$ cat config.mk
export PLATFORM = sky130hd
export DESIGN_NAME = fifo_rd_scheduler_flat
export DESIGN_NICKNAME = d
export VERILOG_FILES = /design/src/rtl/fifo_rd_scheduler_pkg.sv /design/src/rtl/fifo_rd_scheduler_if.sv /design/src/rtl/fifo_rd_scheduler_rr_pick.sv /design/src/rtl/fifo_rd_scheduler.sv /design/src/flat_wrapper.sv
export SDC_FILE = /design/constraint.sdc
export NUM_CORES = 1
export LEC_CHECK = 0
export CORE_MARGIN = 5
export CORE_UTILIZATION = 47
export CTS_BUF_LIST = sky130_fd_sc_hd__clkbuf_16
export DETAILED_ROUTE_END_ITERATION = 7
export PLACE_DENSITY = 0.8
export SLEW_MARGIN = 40
export SYNTH_ARGS = -nofsm -noshare
export SYNTH_HDL_FRONTEND = slang
export SYNTH_SLANG_ARGS = --single-unit
$ cat constraint.sdc
create_clock -name clk -period 3.15 [get_ports clk]
set_input_delay 0.63 -clock clk [delete_from_list [all_inputs] [get_ports clk]]
set_output_delay 0.63 -clock clk [all_outputs]
set_load 0.05 [all_outputs]
$ cat src/rtl/fifo_rd_scheduler_pkg.sv
// Shared types and helpers for the FIFO read scheduler: FSM state encoding,
// fixed timing constants and the round-robin search used by the picker.
package fifo_rd_scheduler_pkg;

    typedef enum logic [2:0] {
        ST_IDLE,
        ST_SWITCH,
        ST_SETTLE,
        ST_POP,
        ST_GAP,
        ST_DRAIN
    } state_t;

    localparam int SWITCH_TIMEOUT = 4;
    localparam int GAP_CYCLES     = 1;
    localparam int MAX_CHANNELS   = 32;

    // A single channel still needs a 1-bit index to keep port widths legal.
    function automatic int chan_width(input int n);
        return (n > 1) ? $clog2(n) : 1;
    endfunction

    // First set request strictly after pointer, wrapping at n. Returns the
    // pointer itself when nothing is requested; callers qualify with |req.
    function automatic logic [31:0] rr_next(input logic [31:0]             pointer,
                                            input logic [MAX_CHANNELS-1:0] req,
                                            input int unsigned             n);
        logic [31:0] idx;
        logic        hit;
        rr_next = pointer;
        hit     = 1'b0;
        for (int unsigned k = 1; k <= MAX_CHANNELS; k++) begin
            idx = pointer + k;
            if (idx >= n) idx = idx - n;
            if (k <= n && !hit && req[idx[4:0]]) begin
                rr_next = idx;
                hit     = 1'b1;
            end
        end
    endfunction

endpackage

$ cat src/rtl/fifo_rd_scheduler_if.sv
// Selector-facing and host-facing signals of the read scheduler. Names are
// seen from the scheduler (master) side: o_* it drives, i_* it samples.
interface fifo_rd_scheduler_if
    import fifo_rd_scheduler_pkg::*;
#(
    parameter int CHANNEL_WIDTH = 32,
    parameter int CHANNEL_DEPTH = 1024,
    parameter int CHANNELS_CNT  = 3
);
    localparam int CW  = chan_width(CHANNELS_CNT);
    localparam int FCW = $clog2(CHANNEL_DEPTH) + 1;

    // Selector side
    logic [CW-1:0]            o_channel_rd_select;
    logic                     o_rd_en;
    logic [CW-1:0]            i_channel_rd_select;
    logic [CHANNEL_WIDTH-1:0] i_rd_data;
    logic                     i_rd_valid;
    logic [FCW-1:0]           i_fill_count;
    logic [CHANNELS_CNT-1:0]  i_rd_valid_channels;

    // Host readout stream
    logic [CHANNEL_WIDTH-1:0] o_data;
    logic [CW-1:0]            o_channel;
    logic                     o_last;
    logic                     o_valid;
    logic                     i_ready;

    modport master (
        output o_channel_rd_select, o_rd_en, o_data, o_channel, o_last, o_valid,
        input  i_channel_rd_select, i_rd_data, i_rd_valid, i_fill_count,
               i_rd_valid_channels, i_ready
    );

    modport slave (
        input  o_channel_rd_select, o_rd_en, o_data, o_channel, o_last, o_valid,
        output i_channel_rd_select, i_rd_data, i_rd_valid, i_fill_count,
               i_rd_valid_channels, i_ready
    );

endinterface

$ cat src/rtl/fifo_rd_scheduler_rr_pick.sv
// Combinational round-robin picker: first requesting channel strictly after
// the pointer, wrapping circularly over CHANNELS_CNT requests.
module fifo_rd_scheduler_rr_pick
    import fifo_rd_scheduler_pkg::*;
#(
    parameter int CHANNELS_CNT = 3,
    parameter int CW           = chan_width(CHANNELS_CNT)
) (
    input  logic [CW-1:0]           pointer,
    input  logic [CHANNELS_CNT-1:0] req,
    output logic [CW-1:0]           pick,
    output logic                    found
);

    logic [MAX_CHANNELS-1:0] req_ext;
    logic [31:0]             next_idx;

    // NOTE: every always_comb output gets a default before any branch so no
    // path can leave it unassigned and infer a latch.
    always_comb begin
        req_ext                  = '0;
        req_ext[CHANNELS_CNT-1:0] = req;
        next_idx                 = rr_next(32'(pointer), req_ext, CHANNELS_CNT);
        pick                     = CW'(next_idx);
        found                    = |req;
    end

endmodule

$ cat src/rtl/fifo_rd_scheduler.sv
// Round-robin burst reader for the multichannel FIFO selector. Hides the
// selector's switch latency and registered-data lag, emits a tagged stream.
module fifo_rd_scheduler
    import fifo_rd_scheduler_pkg::*;
#(
    parameter int CHANNEL_WIDTH = 32,
    parameter int CHANNEL_DEPTH = 1024,
    parameter int CHANNELS_CNT  = 3,
    parameter int BURST_MAX     = 16
) (
    input  logic                clk,
    input  logic                rst,
    input  logic                i_enable,
    fifo_rd_scheduler_if.master bus,
    output logic                o_busy,
    output logic [31:0]         o_words_drained
);

    localparam int CW  = chan_width(CHANNELS_CNT);
    localparam int FCW = $clog2(CHANNEL_DEPTH) + 1;
    localparam int BCW = $clog2(BURST_MAX + 1);
    localparam int WCW = $clog2(SWITCH_TIMEOUT + GAP_CYCLES + 1);

    state_t                   state_q,   state_d;
    logic [CW-1:0]            target_q,  target_d;
    logic [CW-1:0]            rr_ptr_q,  rr_ptr_d;
    logic [BCW-1:0]           burst_q,   burst_d;
    logic [WCW-1:0]           wait_q,    wait_d;
    logic [CW-1:0]            sel_q,     sel_d;
    logic                     rd_en_q,   rd_en_d;
    logic [CHANNEL_WIDTH-1:0] data_q,    data_d;
    logic [CW-1:0]            chan_q,    chan_d;
    logic                     last_q,    last_d;
    logic                     valid_q,   valid_d;
    logic                     busy_d;
    logic [31:0]              drained_d;

    logic [CW-1:0]            pick;
    logic                     pick_found;
    logic                     xfer;
    logic                     pop_last;

    fifo_rd_scheduler_rr_pick #(
        .CHANNELS_CNT (CHANNELS_CNT),
        .CW           (CW)
    ) u_rr_pick (
        .pointer (rr_ptr_q),
        .req     (bus.i_rd_valid_channels),
        .pick    (pick),
        .found   (pick_found)
    );

    assign bus.o_channel_rd_select = sel_q;
    assign bus.o_rd_en             = rd_en_q;
    assign bus.o_data              = data_q;
    assign bus.o_channel           = chan_q;
    assign bus.o_last              = last_q;
    assign bus.o_valid             = valid_q;

    always_comb begin
        state_d   = state_q;
        target_d  = target_q;
        rr_ptr_d  = rr_ptr_q;
        burst_d   = burst_q;
        wait_d    = wait_q;
        sel_d     = sel_q;
        rd_en_d   = 1'b0;
        data_d    = data_q;
        chan_d    = chan_q;
        last_d    = last_q;
        valid_d   = valid_q;
        drained_d = o_words_drained;

        xfer     = valid_q && bus.i_ready;
        pop_last = (burst_q == BCW'(BURST_MAX - 1)) ||
                   (bus.i_fill_count == FCW'(1));

        if (xfer) begin
            valid_d   = 1'b0;
            drained_d = o_words_drained + 32'd1;
        end

        unique case (state_q)
            ST_IDLE: begin
                if (i_enable && pick_found) begin
                    target_d = pick;
                    sel_d    = pick;
                    burst_d  = '0;
                    wait_d   = '0;
                    state_d  = ST_SWITCH;
                end
            end

            // A selector that never confirms the channel is a fault; give up
            // without advancing the pointer so the same channel is retried.
            ST_SWITCH: begin
                if (bus.i_channel_rd_select == target_q) begin
                    state_d = ST_SETTLE;
                end else if (wait_q == WCW'(SWITCH_TIMEOUT - 1)) begin
                    state_d = ST_IDLE;
                end else begin
                    wait_d = wait_q + WCW'(1);
                end
            end

            ST_SETTLE: state_d = ST_POP;

            ST_POP: begin
                if (!valid_q || xfer) begin
                    if (!bus.i_rd_valid) begin
                        state_d = ST_DRAIN;
                    end else begin
                        data_d  = bus.i_rd_data;
                        chan_d  = target_q;
                        valid_d = 1'b1;
                        last_d  = pop_last;
                        rd_en_d = 1'b1;
                        burst_d = burst_q + BCW'(1);
                        wait_d  = '0;
                        state_d = pop_last ? ST_DRAIN : ST_GAP;
                    end
                end
            end

            // The selector still presents the word just popped; skip it.
            ST_GAP: begin
                if (wait_q == WCW'(GAP_CYCLES - 1)) begin
                    state_d = ST_POP;
                end else begin
                    wait_d = wait_q + WCW'(1);
                end
            end

            ST_DRAIN: begin
                if (!valid_q) begin
                    rr_ptr_d = target_q;
                    state_d  = ST_IDLE;
                end
            end

            default: state_d = ST_IDLE;
        endcase

        busy_d = (state_d != ST_IDLE);
    end

    // NOTE: sequential state uses non-blocking assignments so every register
    // samples the pre-edge values, independent of statement order.
    always_ff @(posedge clk or posedge rst) begin
        if (rst) begin
            state_q         <= ST_IDLE;
            target_q        <= '0;
            rr_ptr_q        <= CW'(CHANNELS_CNT - 1);
            burst_q         <= '0;
            wait_q          <= '0;
            sel_q           <= '0;
            rd_en_q         <= 1'b0;
            data_q          <= '0;
            chan_q          <= '0;
            last_q          <= 1'b0;
            valid_q         <= 1'b0;
            o_busy          <= 1'b0;
            o_words_drained <= '0;
        end else begin
            state_q         <= state_d;
            target_q        <= target_d;
            rr_ptr_q        <= rr_ptr_d;
            burst_q         <= burst_d;
            wait_q          <= wait_d;
            sel_q           <= sel_d;
            rd_en_q         <= rd_en_d;
            data_q          <= data_d;
            chan_q          <= chan_d;
            last_q          <= last_d;
            valid_q         <= valid_d;
            o_busy          <= busy_d;
            o_words_drained <= drained_d;
        end
    end

endmodule

$ cat src/flat_wrapper.sv
// flat-port wrapper written by rule: the top's interface ports become plain ports
module fifo_rd_scheduler_flat import fifo_rd_scheduler_pkg::*;
#(
    parameter int CHANNEL_WIDTH = 32,
    parameter int CHANNEL_DEPTH = 1024,
    parameter int CHANNELS_CNT  = 3,
    parameter int BURST_MAX     = 16
)
  (clk, rst, i_enable, o_busy, o_words_drained, bus_o_channel_rd_select, bus_o_rd_en, bus_o_data, bus_o_channel, bus_o_last, bus_o_valid, bus_i_channel_rd_select, bus_i_rd_data, bus_i_rd_valid, bus_i_fill_count, bus_i_rd_valid_channels, bus_i_ready);
  fifo_rd_scheduler_if #(.CHANNEL_WIDTH(CHANNEL_WIDTH), .CHANNEL_DEPTH(CHANNEL_DEPTH), .CHANNELS_CNT(CHANNELS_CNT)) bus_i ();
  input  logic clk;
  input  logic rst;
  input  logic i_enable;
  output logic o_busy;
  output logic [31:0] o_words_drained;
  output wire logic [$bits(bus_i.o_channel_rd_select)-1:0] bus_o_channel_rd_select;
  output wire logic [$bits(bus_i.o_rd_en)-1:0] bus_o_rd_en;
  output wire logic [$bits(bus_i.o_data)-1:0] bus_o_data;
  output wire logic [$bits(bus_i.o_channel)-1:0] bus_o_channel;
  output wire logic [$bits(bus_i.o_last)-1:0] bus_o_last;
  output wire logic [$bits(bus_i.o_valid)-1:0] bus_o_valid;
  input wire logic [$bits(bus_i.i_channel_rd_select)-1:0] bus_i_channel_rd_select;
  input wire logic [$bits(bus_i.i_rd_data)-1:0] bus_i_rd_data;
  input wire logic [$bits(bus_i.i_rd_valid)-1:0] bus_i_rd_valid;
  input wire logic [$bits(bus_i.i_fill_count)-1:0] bus_i_fill_count;
  input wire logic [$bits(bus_i.i_rd_valid_channels)-1:0] bus_i_rd_valid_channels;
  input wire logic [$bits(bus_i.i_ready)-1:0] bus_i_ready;
  assign bus_o_channel_rd_select = bus_i.o_channel_rd_select;
  assign bus_o_rd_en = bus_i.o_rd_en;
  assign bus_o_data = bus_i.o_data;
  assign bus_o_channel = bus_i.o_channel;
  assign bus_o_last = bus_i.o_last;
  assign bus_o_valid = bus_i.o_valid;
  assign bus_i.i_channel_rd_select = bus_i_channel_rd_select;
  assign bus_i.i_rd_data = bus_i_rd_data;
  assign bus_i.i_rd_valid = bus_i_rd_valid;
  assign bus_i.i_fill_count = bus_i_fill_count;
  assign bus_i.i_rd_valid_channels = bus_i_rd_valid_channels;
  assign bus_i.i_ready = bus_i_ready;
  fifo_rd_scheduler #(.CHANNEL_WIDTH(CHANNEL_WIDTH), .CHANNEL_DEPTH(CHANNEL_DEPTH), .CHANNELS_CNT(CHANNELS_CNT), .BURST_MAX(BURST_MAX)) u_core (.clk(clk), .rst(rst), .i_enable(i_enable), .bus(bus_i), .o_busy(o_busy), .o_words_drained(o_words_drained));
endmodule
==> summary.md <==
| Metric | Value |
|---|---|
| CTS tree | `built` |
| Endpoints failing setup | `0` |
| Max-slew headroom | `63.0%` |
| Placed Instance Area | `0.00543 mm^2` |
| Remaining Overflow, GRT | `0` |
| Post-synth EDFFs | `0` |
| Synthesized Nets | `around 400` |
| Mux cell area share after synthesis | `~11%` |
| Family with the most delay on the worst path | `compound AO/OA/AOI/OAI gates` |
| GRT Util Overall | `18.9%` |
| Slowest cell on the critical path | `dfstp_2` |
| Antenna violations before repair | `0` |
| Crit-path cells | `inv_1 -> ha_1 -> mux2i_1 -> a221oi_1 -> a2111o_1 -> o311ai_0 -> o311ai_1` |
| Power density over cell area | `~930 mW/mm^2` |
| Final worst slack | `around 600 ps` |
| RSZ-0062 raised after global routing | `false` |
| Switching pwr | `approximately 2.2 mW` |
| Initial Util | `between 40% and 50%` |
| Via count | `roughly 3,100` |
| Largest family of logic cells by synthesized area | `simple AND/OR/NAND/NOR gates` |
| First DRT Iteration DRCs | `approximately 120` |
| Worst-case reg-to-reg path depth | `7` |
| Max Cap Viol | `0` |
| Hold_ws | `between 400 and 500 ps` |
| Class of the most critical setup path | `reg2reg` |
| Dpl hpwl | `between 7000 and 8000 um` |
| Post-Layout Inst Area | `~0.0058 mm^2` |
| Worst Path Arrival | `around 2700 ps` |
| Static Leak | `around 2.5 nW` |
| Chip Width | `slightly above 100 um` |
| Worst Hold End | `u_core.o_words_drained[31]` |
| Seq/Total Area, Yosys | `52.1%` |
| Reg2Reg Setup Slack | `approximately 600 ps` |
| Switch share | `between 40 and 50%` |
| Clock Pin Slew Worst Setup and Hold Paths | `around 60 ps` |
| Synth warn | `0` |
| Max Clk Rate | `just under 400 MHz` |
| Num CTS Buffers | `9` |
| Worst Skew | `approximately 7.0 ps` |
| Crit. path cell count | `7` |
| Crit path capture type | `register` |
| Vias in the first global route | `3,216` |
| Hold Crit Start | `u_core.o_words_drained[31]` |
| Io pins | `125` |
| Routed WL per cell | `about 17 um` |
| Worst Max-Slew Pin Slew | `553 ps` |
| Number of setup buffers added after CTS | `0` |
| DRC Markers | `0` |
| CP Buf/Inv Count | `1` |
| Compound-Gate Fraction of Synth Area | `~6.2%` |
| Tcrit/Tclk final | `81.0%` |
| Post-route ant nets | `0` |
| Core ar. | `~0.0086 mm^2` |
| Crit path launch | `u_core.rr_ptr_q[1]` |
| FF+latch count, synth | `85` |
| R2r endpoint | `u_core.target_q[1]` |
| WP data required | `3330 ps` |
| Int Pwr | `about 3.2 mW` |
| Clk_lat worst skew | `about 330 ps` |
| Synthesis-to-finish area growth | `41.4%` |
| Row count | `34` |
| Predominant post-synthesis flop cell | `dfrtp_1` |
| Worst path max stage delay | `between 500 and 600 ps` |
| Gate power share | `approximately 46%` |
| Startpoint types | `register` |
| DR vias/cell | `about 5.3` |
| Final Hold Viols | `0` |
| Layout net count | `between 500 and 600` |
| Fin. max-slew vios | `0` |
| Maximum buffer depth of the clock tree | `2` |
| Port Buffers | `124` |
| Final core utilization | `between 60% and 70%` |
| Post-cts resize count | `0` |
| Die area | `between 0.01 and 0.015 mm^2` |
| Routed WL | `9840 um` |
| Placer Congestion | `0.858` |
| Simple-gate portion of the synthesized area | `16.7%` |
| Worst hold path type | `reg2reg` |
| Min Tclk post-route | `between 2000 and 3000 ps` |
| Async set-reset flop share out of synthesis | `100%` |
| Clock power frac | `between 20 and 25%` |
| Synthesized cell area | `approximately 0.0041 mm^2` |
| Post-CTS Hold Buffers | `0` |
| Die height | `just over 100 um` |
| Post-Layout Cell Count | `slightly below 600` |
| CP max FO | `11` |
| Adder-Cell Fraction of Synth Area | `around 3.7%` |
| Synthesized instance count | `around 340` |
| Outcome | `finished, final reports clean` |
| Clock sink count | `85` |
| Setup TNS | `0 ps` |
| Diodes inserted | `0` |
| Placed cells | `around 560` |
| H-tree depth | `3` |
| CTS root buffer | `clkbuf_16` |
| Syn avg cell area | `between 10 and 15 um^2` |
| Global-route wire length before repair | `between 15,000 and 20,000 um` |
| Netlist cell types | `58` |
| Fraction of power consumed by sequential logic | `between 30 and 40%` |
| Post-Synth XOR/XNOR Area | `approximately 7.5%` |
| Reg-to-reg startpoint | `u_core.rr_ptr_q[1]` |
| 1st-pass router iterations | `4` |
| Post-place setup slack | `about 570 ps` |
| Pwr Total | `5.38 mW` |
| Largest net degree at the start of global routing | `between 40 and 50` |
| Hold path cells | `1` |
| Share of layout cells above drive strength 1 | `~17%` |
| Max rail drop VDD | `~0.00055 V` |
-- placed cells by master (no fill, tap or decap), types with 3 or more instances in the layout --
cell / synthesis / final
a21oi_1: 9 / 9
and3_1: 9 / 9
and3_2: 3 / 3
buf_4: 4 / 4
bufinv_16: 0 / 3
clkbuf_16: 0 / 9
clkdlybuf4s50_1: 0 / 124
dfrtp_1: 84 / 84
ha_1: 12 / 12
inv_1: 12 / 11
mux2_2: 38 / 38
nand2_1: 19 / 19
nand2b_1: 7 / 7
nand3_1: 13 / 13
nand3b_1: 4 / 4
nand4_1: 7 / 7
nor2_1: 9 / 9
nor3_1: 5 / 5
nor3_2: 3 / 3
o21ai_0: 7 / 7
or3_1: 3 / 3
xnor2_1: 20 / 20
xor2_1: 15 / 15
-- worst max-delay path by stage --
stage,slack [ps],end
detailed placement,570,u_core.bus.o_data[18]
floorplan,330,u_core.burst_q[0]
global route,490,u_core.target_q[1]
finish,600,u_core.target_q[1]
global placement,600,u_core.bus.o_data[18]
CTS,640,u_core.target_q[1]
-- final cells by class --
class / instances / area (um^2)
fillers: 605 / 2820
flip-flops and latches: 85 / 2130
multi-input cells: 228 / 1840
repair buffers: 128 / 1270
clock buffers: 9 / 225
well taps: 108 / 135
clock inverters: 7 / 121
inverters: 13 / 51.3
-- logic make-up (layout without fill, tap and decap cells) --
group	Yosys count	count (layout)
XOR/XNOR	35	35
AND/OR/NAND/NOR	104	104
adder cells (fa/ha/maj)	12	12
multiplexers	40	40
flip-flops	85	85
buffers and inverters	23	157
AO/OA/AOI/OAI	37	37
-- sequential cells by signal, summed over array words and instances, names as in the netlist --
| register | count |
|---|---|
| u_core.wait_q | 3 |
| u_core.state_q | 3 |
| u_core.bus.o_valid | 1 |
| u_core.bus.o_data | 32 |
| u_core.bus.o_rd_en | 1 |
| u_core.burst_q | 5 |
| u_core.o_words_drained | 32 |
| u_core.o_busy | 1 |
| u_core.bus.o_last | 1 |
| u_core.target_q | 2 |
| u_core.bus.o_channel | 2 |
| u_core.rr_ptr_q | 2 |
-- cell usage after synthesis, types with 7 or more instances --
master	n	area, um^2
a21oi_1	9	45.0
and3_1	9	56.3
dfrtp_1	84	2100
ha_1	12	150
inv_1	12	45.0
mux2_2	38	428
nand2_1	19	71.3
nand2b_1	7	43.8
nand3_1	13	65.1
nand4_1	7	43.8
nor2_1	9	33.8
o21ai_0	7	35.0
xnor2_1	20	175
xor2_1	15	131
-- power groups by stage --
stage	registers (mW)	logic (mW)	clock network, mW
after floorplan	2.53	0.839	0
after global placement	1.68	2.43	0
after detailed placement	1.69	2.49	0
after CTS	1.68	2.51	1.23
after global routing	1.73	2.64	1.28
final	1.68	2.49	1.21
-- metal layers --
layer	share of wire [%]	global-route usage, %
met5	0	0
met4	2.1	7.37
met3	6.7	3.35
met2	49	32.1
met1	42	24.0
Power figures use the tool's default switching activity.
